## src/rtl/regfile_pkg.sv

```systemverilog
// regfile_pkg: shared ABI register indices, reset defaults and data type for the register file.
package regfile_pkg;
  localparam int unsigned REG_ZERO = 0;
  localparam int unsigned REG_RA = 1;
  localparam int unsigned REG_SP = 2;
  localparam int unsigned REG_GP = 3;
  typedef logic [31:0] xlen_t;
  localparam xlen_t SP_RESET_DEF = 32'h7FFF_FFF0;
  localparam xlen_t GP_RESET_DEF = 32'h1000_0000;
endpackage

```

## src/rtl/regfile_scoreboard.sv

```systemverilog
// regfile_scoreboard: busy bit per register; flush clears, writeback clears, issue set wins over both.
module regfile_scoreboard #(
  parameter int NUM_REGS = 32,
  parameter int NUM_WR_PORTS = 1,
  parameter int AW = $clog2(NUM_REGS)
) (
  input  logic                             clk,
  input  logic                             rst,
  input  logic [NUM_WR_PORTS-1:0]          wr_en_i,
  input  logic [NUM_WR_PORTS-1:0][AW-1:0]  wr_addr_i,
  input  logic                             busy_set_en_i,
  input  logic [AW-1:0]                    busy_set_addr_i,
  input  logic                             flush_i,
  output logic [NUM_REGS-1:0]              busy_o,
  output logic                             any_busy_o
);
  logic [NUM_REGS-1:0] busy_q, busy_d;
  always_comb begin
    busy_d = flush_i ? '0 : busy_q;
    for (int p = 0; p < NUM_WR_PORTS; p++)
      if (wr_en_i[p]) busy_d[wr_addr_i[p]] = 1'b0;
    if (busy_set_en_i) busy_d[busy_set_addr_i] = 1'b1;
    busy_d[0] = 1'b0;
  end
  always_ff @(posedge clk or posedge rst)
    if (rst) busy_q <= '0;
    else busy_q <= busy_d;
  assign busy_o = busy_q;
  assign any_busy_o = |busy_q;
endmodule

```

## src/rtl/regfile_mp.sv

```systemverilog
// regfile_mp: multi-port RISC-V integer register file with busy scoreboard.
// Define REGFILE_BYPASS_EN to forward same-cycle writes onto the read ports.
module regfile_mp
  import regfile_pkg::*;
#(
  parameter int XLEN = 32,
  parameter int NUM_REGS = 32,
  parameter int NUM_RD_PORTS = 2,
  parameter int NUM_WR_PORTS = 1,
  parameter logic [XLEN-1:0] SP_RESET = XLEN'(SP_RESET_DEF),
  parameter logic [XLEN-1:0] GP_RESET = XLEN'(GP_RESET_DEF),
  localparam int AW = $clog2(NUM_REGS)
) (
  input  logic                               clk,
  input  logic                               rst,
  input  logic [NUM_RD_PORTS-1:0][AW-1:0]    rd_addr_i,
  output logic [NUM_RD_PORTS-1:0][XLEN-1:0]  rd_data_o,
  output logic [NUM_RD_PORTS-1:0]            rd_busy_o,
  input  logic [NUM_WR_PORTS-1:0]            wr_en_i,
  input  logic [NUM_WR_PORTS-1:0][AW-1:0]    wr_addr_i,
  input  logic [NUM_WR_PORTS-1:0][XLEN-1:0]  wr_data_i,
  input  logic                               busy_set_en_i,
  input  logic [AW-1:0]                      busy_set_addr_i,
  input  logic                               flush_i,
  output logic                               any_busy_o
);
  logic [NUM_REGS-1:0][XLEN-1:0] regs_q, regs_d;
  logic [NUM_REGS-1:0] busy;
  regfile_scoreboard #(.NUM_REGS(NUM_REGS), .NUM_WR_PORTS(NUM_WR_PORTS), .AW(AW)) u_sb (
    .clk(clk),
    .rst(rst),
    .wr_en_i(wr_en_i),
    .wr_addr_i(wr_addr_i),
    .busy_set_en_i(busy_set_en_i),
    .busy_set_addr_i(busy_set_addr_i),
    .flush_i(flush_i),
    .busy_o(busy),
    .any_busy_o(any_busy_o)
  );
  // Ascending loop lets the highest-indexed port win a same-address collision.
  always_comb begin
    regs_d = regs_q;
    for (int p = 0; p < NUM_WR_PORTS; p++)
      if (wr_en_i[p] && wr_addr_i[p] != '0) regs_d[wr_addr_i[p]] = wr_data_i[p];
  end
  always_ff @(posedge clk or posedge rst)
    if (rst) begin
      regs_q <= '0;
      regs_q[REG_SP] <= SP_RESET;
      regs_q[REG_GP] <= GP_RESET;
    end else regs_q <= regs_d;
  always_comb begin
    for (int i = 0; i < NUM_RD_PORTS; i++) begin
      rd_data_o[i] = regs_q[rd_addr_i[i]];
      rd_busy_o[i] = busy[rd_addr_i[i]];
`ifdef REGFILE_BYPASS_EN
      for (int p = 0; p < NUM_WR_PORTS; p++)
        if (wr_en_i[p] && wr_addr_i[p] == rd_addr_i[i] && rd_addr_i[i] != '0) begin
          rd_data_o[i] = wr_data_i[p];
          rd_busy_o[i] = busy_set_en_i && busy_set_addr_i == rd_addr_i[i];
        end
`endif
    end
  end
endmodule

```

## config.mk

```make
export PLATFORM = sky130hd
export DESIGN_NAME = regfile_mp
export DESIGN_NICKNAME = d
export VERILOG_FILES = /design/src/rtl/regfile_pkg.sv /design/src/rtl/regfile_scoreboard.sv /design/src/rtl/regfile_mp.sv
export SDC_FILE = /design/constraint.sdc
export NUM_CORES = 2
export LEC_CHECK = 0
export CORE_MARGIN = 5
export CORE_UTILIZATION = 43
export DETAILED_ROUTE_END_ITERATION = 12
export PLACE_DENSITY = 0.64
export SLEW_MARGIN = 10
export SYNTH_ARGS = -nofsm -noshare
export SYNTH_HDL_FRONTEND = slang
export SYNTH_SLANG_ARGS = --single-unit
```

## constraint.sdc

```tcl
create_clock -name clk -period 124.9 [get_ports clk]
set_input_delay 31.225 -clock clk [delete_from_list [all_inputs] [get_ports clk]]
set_output_delay 31.225 -clock clk [all_outputs]
set_load 0.005 [all_outputs]
```

==> results.md <==
- The run finished with clean final reports.
- The H-tree was split into 3 levels.
- Of all nets on the critical path, the largest fanout is 75.
- In this run, the number of DRC markers left after iteration 0 of detailed routing was 3,012.
- Synthesis handed over a netlist of 3,501 instances.
- Setup repair after global routing left no endpoint under its margin.
- Summed over all cells, the static leakage comes to 25.73 nW.
- The count of cell types in the netlist is 47.
- In the synthesized netlist the async set-or-reset flop fraction comes to 100.0%.
- The core region is 0.1275 sq mm.
- The final RePlAce weighted congestion is 0.8081.
- The final setup violation count is 0.
- The longest clock path from root to sink contains 3 buffers.
- Synthesis inferred 1,055 register bits.
- From synthesis to final layout, the design area changed by 10.41%.
- The tightest slew margin relative to the limit is 17.10%.
- For the pin with the worst max-slew slack, the measured transition is 1.241 ns.
- The number of max-cap violations is 0.
- The area enclosed by the die boundary is 0.1357 sq mm.
- The number of cells in the design after placement is 4,940.
- The clock reaches the later pin of the worst-skew pair after 0.69 ns.
- For this run, the detailed router's first-pass iteration total came to 5.
- The detail-routed via count per cell is 6.480.
- The CTS tree is yes.
- Global routing used 23.73% of the available tracks across all layers.
- In this run, post-CTS hold repair placed 0 buffers.
- The clock tree root buffer cell is sky130_fd_sc_hd__clkbuf_16.
- The number of hold violations in the final report was 0.
- After clock tree synthesis, the clock-pin slew on the worst setup and hold paths is 0.05 ns.
- The number of synthesized flops with an enable pin is 0.
- In this run the count of I/O pins placed on the die edge is 124.
- In the synthesized netlist the dominant register cell turns out to be sky130_fd_sc_hd__dfrtp_1.
- For this run, design rule violations remaining after detail routing come to 0.
- The via count of the first global-routing pass was 34.79k.
- The minimum clock period after layout is 66.80 ns.
- The placed wire-length estimate is 86.50 mm.
- The post-route worst hold slack is 0.3909 ns.
- Derived from the worst setup path, the maximum achievable clock frequency is 0.01497 GHz.
- In the final layout, the share of cells above drive strength 1 is 50.46%.
- The initial antenna violation count is 5.
- The starting density of the core is 43.31%.
- The number of I/O port buffers is 123.
- Power spread over the standard cell area amounts to 16.26 mW/mm^2.
- The launching element type of the critical path is an input port.
- After detailed routing, the average wire length per cell comes to 31.21 um.
- At the end of the flow the core is filled with cells to 47.81%.
- The mapped cell area is 0.05523 sq mm.
- In this run the remaining antenna-violating nets after routing total 0.
- The average instance in the mapped netlist occupies 15.77 sq um.
- The final-report max-slew violation count came to 0.
- The critical path is of the in -> out type.
- The number of post-CTS setup repair buffers is 0.
- The number of resized instances in the post-cts repair step is 0.
- The number of nets in the synthesized netlist is 3,558.
- The setup TNS after final layout is 0 ns.
- Clock tree synthesis found a total of 1,055 sinks.
- The worst setup slack after layout is 58.10 ns.
- The class of the tightest hold or removal check is reg -> reg.
- The worst clock skew is 0 ns.
- During synthesis, Yosys emitted a total of 0 warnings.
- The pre-CTS setup slack is 57.92 ns.
- The detailed router placed 33.45k vias in this run.
- Summing the sequential cell areas from Yosys gives 47.87% of the chip area.
- The first global-routing pass estimated 240.2 mm of wire.
- The chip height is 368.4 um.
- The total detailed-routing wirelength is 161.1 mm.
- VDD sags by at most 0.01207 mV.
- The die outline width is 368.4 um.
- The data required time of the critical path is 93.68 ns.
- The worst setup path is captured at an output port.
- The site row count is 131.
- At the worst endpoint, the arrival time is 35.58 ns.
- The non-filler instance count after layout is 5,162.
- Summed over all layers, the global routing overflow is 0.
- The share of the cycle needed by the critical path after routing is 53.48%.
- The clock buffer count from CTS is 115.
- The final layout contains 3,452 nets.
- The maximum number of pins on one net before global-route repair is 160.
==> registers in the layout (all words and copies together), names as in the netlist <==
signal,flops
regs_q,1024
u_sb.busy_o,31
==> final timing paths <==
path	startpoint	endpoint	slack [ns]	depth (start not counted)
max	rd_addr_i[6]	rd_data_o[32]	58.10	8
min	regs_q[20]$_DFFE_PP0P_	regs_q[20]$_DFFE_PP0P_	0.39	0
max reg2reg	u_sb.busy_o[26]$_DFF_PP0_	u_sb.busy_o[26]$_DFF_PP0_	124.02	2
min reg2reg	regs_q[20]$_DFFE_PP0P_	regs_q[20]$_DFFE_PP0P_	0.39	0
max in group asynchronous	rst	regs_q[134]$_DFFE_PP0P_	90.48	5
min in group asynchronous	rst	regs_q[443]$_DFFE_PP0P_	31.10	2
==> metal layers <==
layer | part of all wire, % | track usage [%]
met1 | 41 | 32.62
met2 | 48 | 38.49
met3 | 6.2 | 3.730
met4 | 3.9 | 8.758
met5 | 0.016 | 0
==> per-stage QoR <==
stage | total power, mW | area [sq um]
final | 0.9913 | 60970
after global routing | 1.034 | 60960
after CTS | 0.9973 | 60960
after detailed placement | 0.6388 | 56940
after global placement | 0.6313 | 56940
after floorplan | 0.5905 | 55230
==> layout make-up <==
class                           instances  area [sq um]
Tap cell                             1662          2079
Sequential cell                      1055         26440
Antenna cell                            4         10.01
Timing Repair Buffer                  182          1735
Fill cell                           10914         66550
Multi-Input combinational cell       2019         26610
Clock inverter                         42         504.2
Inverter                               22         90.09
Clock buffer                          176          3511
==> worst max-delay path, cell delays in order <==
cell                              delay, ns
sky130_fd_sc_hd__buf_8                 0.62
sky130_fd_sc_hd__buf_4                 0.72
sky130_fd_sc_hd__buf_4                 0.70
sky130_fd_sc_hd__buf_4                 0.68
sky130_fd_sc_hd__mux4_2                0.35
sky130_fd_sc_hd__o22ai_1               0.08
sky130_fd_sc_hd__nor4_1                0.52
sky130_fd_sc_hd__clkdlybuf4s50_1       0.60
==> cell usage after synthesis (all sizes together) (5+ instances only) <==
cell | instances | area (sq um)
nand3 | 7 | 40.04
nor4 | 71 | 613.1
nand3b | 24 | 217.7
o21ai | 12 | 60.06
dfrtp | 1027 | 25700
clkbuf | 201 | 788.3
buf | 204 | 1523
dfstp | 28 | 735.7
nor2 | 19 | 183.9
o2111ai | 8 | 70.07
mux4 | 518 | 11670
or3b | 5 | 43.79
nor2b | 10 | 62.56
o22ai | 256 | 1602
inv | 22 | 82.58
nand4 | 7 | 43.79
o32ai | 16 | 140.1
nand2 | 34 | 127.6
mux2 | 999 | 11250
==> cells in the final DEF, fill, tap and decap left out, drive strengths merged, types with 30 or more instances in the layout <==
cell and instances:
buf 63, clkbuf 176, clkdlybuf4s50 119, clkinv 30
dfrtp 1027, mux2 999, mux4 518, nand2 34
nor4 71, o22ai 256
==> cells by family after synthesis <==
kind of cell / Yosys count / synth area share [%]
mux: 1520 / 41.55
flops: 1055 / 47.87
buf+inv: 427 / 4.334
compound gates: 305 / 3.589
simple gates: 194 / 2.660
==> report_power, final <==
| group | switching (mW) | internal [mW] | leakage, nW |
|---|---|---|---|
| clock network | 0.144 | 0.214 | 2.00 |
| registers | 0.0443 | 0.406 | 13.5 |
| logic | 0.0670 | 0.115 | 10.2 |
| total | 0.256 | 0.736 | 25.7 |
(Power assumes the default switching activity.)
